File: config.mk
export PLATFORM = sky130hd
export DESIGN_NAME = shift_serializer_flat
export DESIGN_NICKNAME = d
export VERILOG_FILES = /design/src/rtl/shift_serializer_pkg.sv /design/src/rtl/shift_serializer_if.sv /design/src/rtl/shift_serializer.sv /design/src/flat_wrapper.sv
export SDC_FILE = /design/constraint.sdc
export NUM_CORES = 1
export LEC_CHECK = 0
export ABC_AREA = 1
export CORE_MARGIN = 5
export CORE_UTILIZATION = 29
export CTS_CLUSTER_SIZE = 8
export DETAILED_ROUTE_END_ITERATION = 12
export PLACE_DENSITY = 0.52
export SETUP_SLACK_MARGIN = 0.05
export SLEW_MARGIN = 0
export SYNTH_ARGS = -nofsm -noshare
export SYNTH_HDL_FRONTEND = slang
export SYNTH_SLANG_ARGS = --single-unit
File: constraint.sdc
create_clock -name clk_i -period 1.55 [get_ports clk_i]
set_clock_uncertainty 0.15 [all_clocks]
set_input_delay 0.31 -clock clk_i [delete_from_list [all_inputs] [get_ports clk_i]]
set_output_delay 0.31 -clock clk_i [all_outputs]
set_load 0.05 [all_outputs]
File: src/rtl/shift_serializer_pkg.sv
// Shared definitions for the shift register front end: FSM state encoding
// and the default word width used by both the serializer and the register.
package shift_pkg;

    localparam int SHIFT_WIDTH_DEF = 8;

    typedef enum logic [1:0] {
        IDLE   = 2'd0,
        SHIFT  = 2'd1,
        PARITY = 2'd2
    } ser_state_e;

endpackage

File: src/rtl/shift_serializer_if.sv
// Word handshake between a producer (master) and shift_serializer (slave).
interface shift_serializer_if
    import shift_pkg::*;
#(
    parameter int WIDTH = SHIFT_WIDTH_DEF
);
    logic [WIDTH-1:0] word_i;
    logic             valid_i;
    logic             msb_first_i;
    logic             ready_o;

    modport master (
        output word_i,
        output valid_i,
        output msb_first_i,
        input  ready_o
    );

    modport slave (
        input  word_i,
        input  valid_i,
        input  msb_first_i,
        output ready_o
    );
endinterface

File: src/rtl/shift_serializer.sv
// Parallel-to-serial front end for the shift register. Accepts one word per
// valid/ready transfer and emits it one bit per clock, MSB- or LSB-first.
// Optional feature macro: SHIFT_SERIALIZER_PARITY_EN appends an even-parity
// bit after the data bits (frame becomes WIDTH+1 cycles).
//
// state  | meaning
// IDLE   | no frame in progress, ready for a word, en_o low
// SHIFT  | emitting data bits, cnt_q indexes the bit on data_o
// PARITY | emitting the parity bit (parity build only)
module shift_serializer
    import shift_pkg::*;
#(
    parameter int WIDTH = SHIFT_WIDTH_DEF
) (
    input  logic               clk_i,
    input  logic               rstn_i,
    shift_serializer_if.slave  bus,
    output logic               data_o,
    output logic               en_o,
    output logic               dir_o,
    output logic               busy_o,
    output logic               done_o
);

    localparam int CW = $clog2(WIDTH);
    localparam logic [CW-1:0] LAST = CW'(WIDTH - 1);

    localparam logic [1:0] ST_IDLE  = IDLE;
    localparam logic [1:0] ST_SHIFT = SHIFT;
`ifdef SHIFT_SERIALIZER_PARITY_EN
    localparam logic [1:0] ST_PARITY = PARITY;
`else
    localparam logic [CW-1:0] PENULT = CW'(WIDTH - 2);
`endif

    logic [1:0]       state_q, state_d;
    logic [CW-1:0]    cnt_q, cnt_d;
    logic [WIDTH-1:0] sh_q, sh_d;
    logic             dir_q, dir_d;
    logic             data_q, data_d;
    logic             en_q, en_d;
    logic             done_q, done_d;
`ifdef SHIFT_SERIALIZER_PARITY_EN
    logic             par_q, par_d;
`endif

    logic [WIDTH-1:0] word_in;
    logic             last;
    logic             ready;
    logic             xfer;

    assign word_in = bus.word_i;
    assign last    = (cnt_q == LAST);

    // Ready in IDLE and during the final-bit cycle so frames can stream back-to-back.
`ifdef SHIFT_SERIALIZER_PARITY_EN
    assign ready = (state_q == ST_IDLE) || (state_q == ST_PARITY);
`else
    assign ready = (state_q == ST_IDLE) || ((state_q == ST_SHIFT) && last);
`endif
    assign xfer  = bus.valid_i && ready;

    // Next-state logic: advance the frame, then let a transfer override to load a new one.
    always_comb begin
        state_d = state_q;
        cnt_d   = cnt_q;
        sh_d    = sh_q;
        dir_d   = dir_q;
        data_d  = 1'b0;
        en_d    = 1'b0;
        done_d  = 1'b0;
`ifdef SHIFT_SERIALIZER_PARITY_EN
        par_d   = par_q;
`endif
        case (state_q)
            ST_SHIFT: begin
                if (!last) begin
                    // sh_q already has the emitted bit shifted out; take the next one.
                    cnt_d  = cnt_q + 1'b1;
                    data_d = dir_q ? sh_q[WIDTH-1] : sh_q[0];
                    sh_d   = dir_q ? (sh_q << 1) : (sh_q >> 1);
                    en_d   = 1'b1;
`ifndef SHIFT_SERIALIZER_PARITY_EN
                    done_d = (cnt_q == PENULT);
`endif
                end else begin
`ifdef SHIFT_SERIALIZER_PARITY_EN
                    state_d = ST_PARITY;
                    data_d  = par_q;
                    en_d    = 1'b1;
                    done_d  = 1'b1;
`else
                    state_d = ST_IDLE;
                    cnt_d   = '0;
`endif
                end
            end
`ifdef SHIFT_SERIALIZER_PARITY_EN
            ST_PARITY: begin
                state_d = ST_IDLE;
                cnt_d   = '0;
            end
`endif
            default: begin
                state_d = ST_IDLE;
                cnt_d   = '0;
            end
        endcase

        if (xfer) begin
            state_d = ST_SHIFT;
            cnt_d   = '0;
            dir_d   = bus.msb_first_i;
            data_d  = bus.msb_first_i ? word_in[WIDTH-1] : word_in[0];
            sh_d    = bus.msb_first_i ? (word_in << 1) : (word_in >> 1);
            en_d    = 1'b1;
            done_d  = 1'b0;
`ifdef SHIFT_SERIALIZER_PARITY_EN
            par_d   = ^word_in;
`endif
        end
    end

    // Frame registers and registered serial outputs; reset discards any frame.
    always_ff @(posedge clk_i or negedge rstn_i) begin
        if (!rstn_i) begin
            state_q <= ST_IDLE;
            cnt_q   <= '0;
            sh_q    <= '0;
            dir_q   <= 1'b0;
            data_q  <= 1'b0;
            en_q    <= 1'b0;
            done_q  <= 1'b0;
`ifdef SHIFT_SERIALIZER_PARITY_EN
            par_q   <= 1'b0;
`endif
        end else begin
            state_q <= state_d;
            cnt_q   <= cnt_d;
            sh_q    <= sh_d;
            dir_q   <= dir_d;
            data_q  <= data_d;
            en_q    <= en_d;
            done_q  <= done_d;
`ifdef SHIFT_SERIALIZER_PARITY_EN
            par_q   <= par_d;
`endif
        end
    end

    assign bus.ready_o = ready;
    assign data_o      = data_q;
    assign en_o        = en_q;
    assign busy_o      = en_q;
    assign dir_o       = dir_q;
    assign done_o      = done_q;

endmodule

File: src/flat_wrapper.sv
// flat-port wrapper written by rule: the top's interface ports become plain ports
module shift_serializer_flat import shift_pkg::*;
#(
    parameter int WIDTH = SHIFT_WIDTH_DEF
)
  (clk_i, rstn_i, data_o, en_o, dir_o, busy_o, done_o, bus_word_i, bus_valid_i, bus_msb_first_i, bus_ready_o);
  shift_serializer_if #(.WIDTH(WIDTH)) bus_i ();
  input  logic clk_i;
  input  logic rstn_i;
  output logic data_o;
  output logic en_o;
  output logic dir_o;
  output logic busy_o;
  output logic done_o;
  input wire logic [$bits(bus_i.word_i)-1:0] bus_word_i;
  input wire logic [$bits(bus_i.valid_i)-1:0] bus_valid_i;
  input wire logic [$bits(bus_i.msb_first_i)-1:0] bus_msb_first_i;
  output wire logic [$bits(bus_i.ready_o)-1:0] bus_ready_o;
  assign bus_i.word_i = bus_word_i;
  assign bus_i.valid_i = bus_valid_i;
  assign bus_i.msb_first_i = bus_msb_first_i;
  assign bus_ready_o = bus_i.ready_o;
  shift_serializer #(.WIDTH(WIDTH)) u_core (.clk_i(clk_i), .rstn_i(rstn_i), .bus(bus_i), .data_o(data_o), .en_o(en_o), .dir_o(dir_o), .busy_o(busy_o), .done_o(done_o));
endmodule
=== Word-level counts from Yosys, hierarchy flattened ===
Index checks and enable logic that the tools add are counted.

* Register bits: 17
* Latch bits: 0
* RAM bits: 0
* Memory bits (read-only): 0
* Bits of input ports: 12
* Output and inout port bits: 6
* Memories kept: 0

* Add/sub/neg operators: 1
* Multipliers: 0
* Div/mod/pow operators: 0
* Order comparisons: 0
* Equality and inequality tests: 5
* Shifts and indexed selects: 0
* Muxes and demuxes: 22
* Bitwise logic cells: 0
* Reductions and logical operators: 6

{| class="wikitable"
|+ Operators with widths
! cell !! count
|-
| $mux 8 || 5
|-
| $mux 1 || 11
|-
| $mux 3 || 3
|-
| $eq 3x3->1 const B || 2
|-
| $mux 2 || 3
|-
| $add 3x1->3 const B || 1
|-
| $ne 3x1->1 const B || 1
|-
| $eq 2x1->1 const B || 1
|-
| $logic_and 1x1->1 || 2
|-
| $logic_not 2->1 || 1
|-
| $ne 2x2->1 const B || 1
|-
| $reduce_and 2->1 || 1
|-
| $reduce_bool 2->1 || 1
|-
| $logic_or 1x1->1 || 1
|}

=== Logic depth before layout (Yosys ltp) ===
* Word-level depth: 6
* Depth in mapped cells: 8
* Mapped depth without buffers: 8

=== Worst setup path after synthesis ===
Ideal clock, no wire load.

* Path type: reg2out
* From: register u_core.cnt_q[0]
* To: output port bus_ready_o
* Arrival time: 1.117 ns
* Setup slack: -0.027 ns
* Stages on the path, launching flop included: 6
* Path buffers: 1
* Path through: dfrtp_1 ha_1 ha_1 inv_2 nand2_2 buf_6

* Cells in the longest elaborated chain, start to end: 3

{| class="wikitable"
|+ RTL lines
! element !! line !! RTL
|-
| start: declaration || shift_serializer.sv:37 || <nowiki>logic [CW-1:0] cnt_q, cnt_d;</nowiki>
|-
| start signal: assignment || shift_serializer.sv:139 || <nowiki>cnt_q <= cnt_d;</nowiki>
|-
| $eq 3x3->1 || shift_serializer.sv:53 || <nowiki>assign last = (cnt_q == LAST);</nowiki>
|-
| $logic_and 1x1->1 || shift_serializer.sv:59 || <nowiki>assign ready = (state_q == ST_IDLE) || ((state_q == ST_SHIFT) && last);</nowiki>
|-
| $logic_or 1x1->1 || shift_serializer.sv:59 ||
|-
| end: declaration || flat_wrapper.sv:18 || <nowiki>output wire logic [$bits(bus_i.ready_o)-1:0] bus_ready_o;</nowiki>
|}

No other way between the ends.

=== Worst setup path in the final report ===
Same ends and word-level chain as after synthesis.

==> run_summary.xml <==
<?xml version="1.0" encoding="UTF-8"?>
<metrics>
  <group name="place">
    <metric name="buffer_ports.inserted" unit="">17</metric>
    <metric name="place.gp.congestion" unit="">0.9309</metric>
    <metric name="postPlaceCellArea" unit="um^2">1221</metric>
    <metric name="dpl.cell_count" unit="">169</metric>
    <metric name="dp_hpwl" unit="um">1659</metric>
  </group>
  <group name="setup_path">
    <metric name="timing.critical_path.required" unit="ns">1.09</metric>
    <metric name="number_of_buffers_and_inverters_on_the_critical_path" unit="">2</metric>
    <metric name="startpoint" unit="">u_core.cnt_q[0]</metric>
    <metric name="crit_path_top_delay_cell" unit="">sky130_fd_sc_hd__dfrtp_1</metric>
    <metric name="reg2reg_depth" unit="">10</metric>
    <metric name="critPathKind" unit="">flip-flop to output pin</metric>
    <metric name="worst-r2r-setup-slack" unit="ns">-0.17</metric>
    <metric name="worstSetupEndpointType" unit="">output pin</metric>
    <metric name="worstReg2RegStart" unit="">u_core.cnt_q[0]</metric>
    <metric name="cp_max_fo" unit="">2</metric>
    <metric name="setup.worst_path.start_class" unit="">flip-flop</metric>
    <metric name="ff_to_ff_end" unit="">u_core.sh_q[5]</metric>
    <metric name="cp_data_arrival_time" unit="ns">1.32</metric>
    <metric name="cp_cell_sequence" unit="">ha_2 -&gt; ha_4 -&gt; inv_6 -&gt; nand2_8 -&gt; buf_12</metric>
    <metric name="worst_path_largest_cell_delay" unit="ns">0.40</metric>
    <metric name="critical_path.top_delay_family" unit="">flip-flops</metric>
  </group>
  <group name="global_routing">
    <metric name="grtUsageMet3" unit="%">2.418</metric>
    <metric name="antenna_found_initial" unit="">0</metric>
    <metric name="grt_overflow" unit="">0</metric>
    <metric name="first_pass_grt_wire_length" unit="um">3663</metric>
    <metric name="grt-busiest-layer" unit="">met2</metric>
    <metric name="grt.met1_usage" unit="%">14.35</metric>
    <metric name="grt.met2_usage" unit="%">18.56</metric>
    <metric name="track_usage" unit="%">11.32</metric>
    <metric name="grt_start_max_net_pins" unit="">17</metric>
    <metric name="grt_pass1_vias" unit="">857</metric>
  </group>
  <group name="detailed_routing">
    <metric name="avgRoutedWirePerCell" unit="um">12.02</metric>
    <metric name="route.detailed.vias_per_inst" unit="">4.778</metric>
    <metric name="drt-pass1-iter-count" unit="">4</metric>
    <metric name="routed-via-count" unit="">860</metric>
    <metric name="detailedRoute.firstIterationViolations" unit="">27</metric>
    <metric name="post-route-drc-count" unit="">0</metric>
    <metric name="antenna_left" unit="">0</metric>
    <metric name="totalWireLength" unit="um">2163</metric>
  </group>
  <group name="sta">
    <metric name="maximum_operating_frequency" unit="MHz">562.5</metric>
    <metric name="rsz0062_at_grt" unit="">yes</metric>
    <metric name="setup_violations" unit="">15</metric>
    <metric name="worst_slew_pin_slew" unit="ns">0.4042</metric>
    <metric name="post_route_minimum_period" unit="ns">1.778</metric>
    <metric name="fin_ws" unit="ns">-0.2278</metric>
    <metric name="timing.final.crit_share" unit="%">114.7</metric>
    <metric name="timing_hold_violations_final" unit="">0</metric>
    <metric name="final_max_slew_viol_count" unit="">0</metric>
    <metric name="max-slew-margin-rel" unit="%">73.06</metric>
  </group>
  <group name="yosys">
    <metric name="post_synth_fa_ha_maj_area_fraction" unit="%">4.342</metric>
    <metric name="synth.yosys.seq_area_share" unit="%">46.31</metric>
    <metric name="synth_compound_gate_area_share" unit="%">2.171</metric>
    <metric name="netlist_instances" unit="">112</metric>
    <metric name="synth_area_leader_cell" unit="">sky130_fd_sc_hd__dfrtp_1</metric>
    <metric name="synth.mux.area_fraction" unit="%">0</metric>
    <metric name="post_synth_instance_area" unit="um^2">864.6</metric>
    <metric name="postSynthRegisterBits" unit="">16</metric>
    <metric name="number_of_unique_standard_cell_types_used_by_synthesis" unit="">18</metric>
    <metric name="synth_xor_xnor_area_share" unit="%">0</metric>
    <metric name="syn-num-nets" unit="">127</metric>
    <metric name="synth-simple-area-share" unit="%">40.52</metric>
    <metric name="ys_top_cells_by_area" unit="">sky130_fd_sc_hd__dfrtp_1, sky130_fd_sc_hd__nand2_1, sky130_fd_sc_hd__nand3_1, sky130_fd_sc_hd__ha_1, sky130_fd_sc_hd__nand4_1</metric>
    <metric name="syn_avg_cell_area" unit="um^2">7.719</metric>
    <metric name="synth.top_cell.area_share" unit="%">46.31</metric>
    <metric name="synth_warnings" unit="">0</metric>
    <metric name="largest_family_of_logic_cells_by_synthesized_area" unit="">simple AND/OR/NAND/NOR gates</metric>
  </group>
  <group name="cells_and_area">
    <metric name="diodes" unit="">0</metric>
    <metric name="final_cell_area" unit="um^2">1391</metric>
    <metric name="final_nets" unit="">165</metric>
    <metric name="post_layout_nonfiller_instances" unit="">180</metric>
    <metric name="area.growth.synth_to_final" unit="%">60.93</metric>
    <metric name="final_layout_size_suffix_gt1_share" unit="%">31.54</metric>
  </group>
  <group name="power_and_ir_drop">
    <metric name="power.density_cell_area" unit="nW/um^2">1811</metric>
    <metric name="p_leak" unit="nW">0.6756</metric>
    <metric name="ir_worst_vdd" unit="uV">580.1</metric>
  </group>
  <group name="clocking">
    <metric name="clock_tree_from_tritoncts" unit="">done</metric>
    <metric name="number_of_levels_the_h_tree_was_split_into" unit="">1</metric>
    <metric name="clk_path_buf_depth" unit="">2</metric>
    <metric name="cts_made_buffers" unit="">3</metric>
    <metric name="cts.reportedPaths.clkPinSlew" unit="ns">0.10</metric>
    <metric name="clkSinkCount" unit="">16</metric>
    <metric name="clock_tree.root_cell" unit="">sky130_fd_sc_hd__clkbuf_4</metric>
    <metric name="worstSkewPairLatency" unit="ns">0.28</metric>
  </group>
  <group name="die">
    <metric name="fp.dieH" unit="um">64.60</metric>
    <metric name="design.die.area" unit="um^2">4173</metric>
    <metric name="core_area" unit="um^2">2805</metric>
    <metric name="die_x" unit="um">64.60</metric>
    <metric name="placement_rows" unit="">19</metric>
    <metric name="floorplan.io_pins" unit="">18</metric>
    <metric name="floorplan.initialDensity" unit="%">30.82</metric>
  </group>
  <group name="status">
    <metric name="result_of_the_run" unit="">finished, violations left</metric>
    <metric name="violations" unit="">negative setup slack</metric>
  </group>
  <group name="flow_run">
    <metric name="drv_cap" unit="">0</metric>
  </group>
  <group name="hold_path">
    <metric name="worst_hold_path_type" unit="">input pin to asynchronous set/reset pin</metric>
  </group>
</metrics>
-- layout make-up --
class	instances	area, um^2
Clock buffer	4	36.28
Fill cell	288	1414
Inverter	7	31.28
Multi-Input combinational cell	85	480.5
Sequential cell	16	401.6
Tap cell	31	38.79
Timing Repair Buffer	37	402.9
-- worst max-delay path by stage --
| stage | endpoint | slack (ns) | cells after the start |
|---|---|---|---|
| finish | bus_ready_o | -0.23 | 5 |
| floorplan | bus_ready_o | 0.04 | 5 |
| CTS | bus_ready_o | -0.23 | 5 |
| global route | bus_ready_o | -0.30 | 5 |
| global placement | u_core.sh_q[4] | -0.06 | 6 |
| detailed placement | u_core.sh_q[4] | -0.09 | 6 |
-- flip-flops by register name, indices dropped and copies added (netlist names) --
signal	cells
u_core.data_o	1
u_core.sh_q	8
u_core.busy_o	1
u_core.dir_o	1
u_core.state_q	1
u_core.done_o	1
u_core.cnt_q	3
-- where the power goes --
part	switching [mW]	total, mW	leakage, nW	internal (mW)
Sequential	0.190	0.785	0.196	0.595
Clock	0.133	0.275	0.0210	0.143
Combinational	0.712	1.46	0.459	0.747
-- cell usage in the layout, fill, tap and decap left out, types with 4 or more instances in the layout --
cell type,n
sky130_fd_sc_hd__buf_12,6
sky130_fd_sc_hd__buf_6,4
sky130_fd_sc_hd__nand2_1,41
sky130_fd_sc_hd__inv_1,4
sky130_fd_sc_hd__nor2_4,4
sky130_fd_sc_hd__dfrtp_1,15
sky130_fd_sc_hd__nand4_1,6
sky130_fd_sc_hd__nand3_1,17
sky130_fd_sc_hd__clkdlybuf4s50_1,11
sky130_fd_sc_hd__buf_4,15
-- per-layer routing --
metal  part of all wire, %  vias up
met3                   6.3        2
li1                      -      441
met2                    48       29
met1                    44      388
met5                     0        -
met4                   1.3        0
-- cells by family (layout without fill, tap and decap cells) --
| group | Yosys count | after routing |
|---|---|---|
| AND/OR/NAND/NOR | 79 | 79 |
| flip-flops | 16 | 16 |
| buffers and inverters | 11 | 48 |
| adder cells (fa/ha/maj) | 3 | 3 |
| AO/OA/AOI/OAI | 3 | 3 |
-- Yosys cell counts --
cell and n:
sky130_fd_sc_hd__nand3_1 18, sky130_fd_sc_hd__inv_1 4, sky130_fd_sc_hd__clkinv_1 1, sky130_fd_sc_hd__buf_6 1, sky130_fd_sc_hd__a21oi_2 1, sky130_fd_sc_hd__nand2_1 44, sky130_fd_sc_hd__o21ai_0 2, sky130_fd_sc_hd__nand4_1 6
sky130_fd_sc_hd__nor2_4 1, sky130_fd_sc_hd__buf_4 2, sky130_fd_sc_hd__nor2_2 1, sky130_fd_sc_hd__nand2_2 2, sky130_fd_sc_hd__inv_2 2, sky130_fd_sc_hd__dfrtp_1 16, sky130_fd_sc_hd__ha_1 3, sky130_fd_sc_hd__nor2_1 6
sky130_fd_sc_hd__buf_2 1, sky130_fd_sc_hd__nor3_1 1
-- repair_timing --
action,in CTS,in global routing
resized for setup,6,16
setup buffers,4,3
pin swaps,1,2
hold buffers,0,0
endpoints found under the setup margin,11,16
-- worst register-to-register path: stages (launching register included) --
cell,delay [ns]
sky130_fd_sc_hd__dfrtp_1,0.40
sky130_fd_sc_hd__ha_2,0.19
sky130_fd_sc_hd__ha_4,0.17
sky130_fd_sc_hd__inv_6,0.07
sky130_fd_sc_hd__nand2_8,0.05
sky130_fd_sc_hd__buf_4,0.15
sky130_fd_sc_hd__buf_8,0.13
sky130_fd_sc_hd__buf_4,0.14
sky130_fd_sc_hd__nand3_1,0.08
sky130_fd_sc_hd__nand3_1,0.08
sky130_fd_sc_hd__nand2_1,0.06
-- per-stage QoR --
step | util (%) | total power [mW] | TNS, ns | worst slack [ns] | hold WS (ns)
after CTS | 46.79 | 2.355 | -0.9604 | -0.2275 | 0.2062
after global routing | 49.60 | 2.714 | -3.299 | -0.2974 | 0.2065
after detailed placement | 43.53 | 1.983 | -0.5277 | -0.09261 | 0.3593
after floorplan | - | 1.491 | 0 | 0.04014 | -0.1356
final | 49.60 | 2.520 | -2.006 | -0.2278 | 0.1910
after global placement | 43.53 | 1.966 | -0.3483 | -0.05706 | 0.3562
Note: power is estimated with default switching activity, not from simulation.
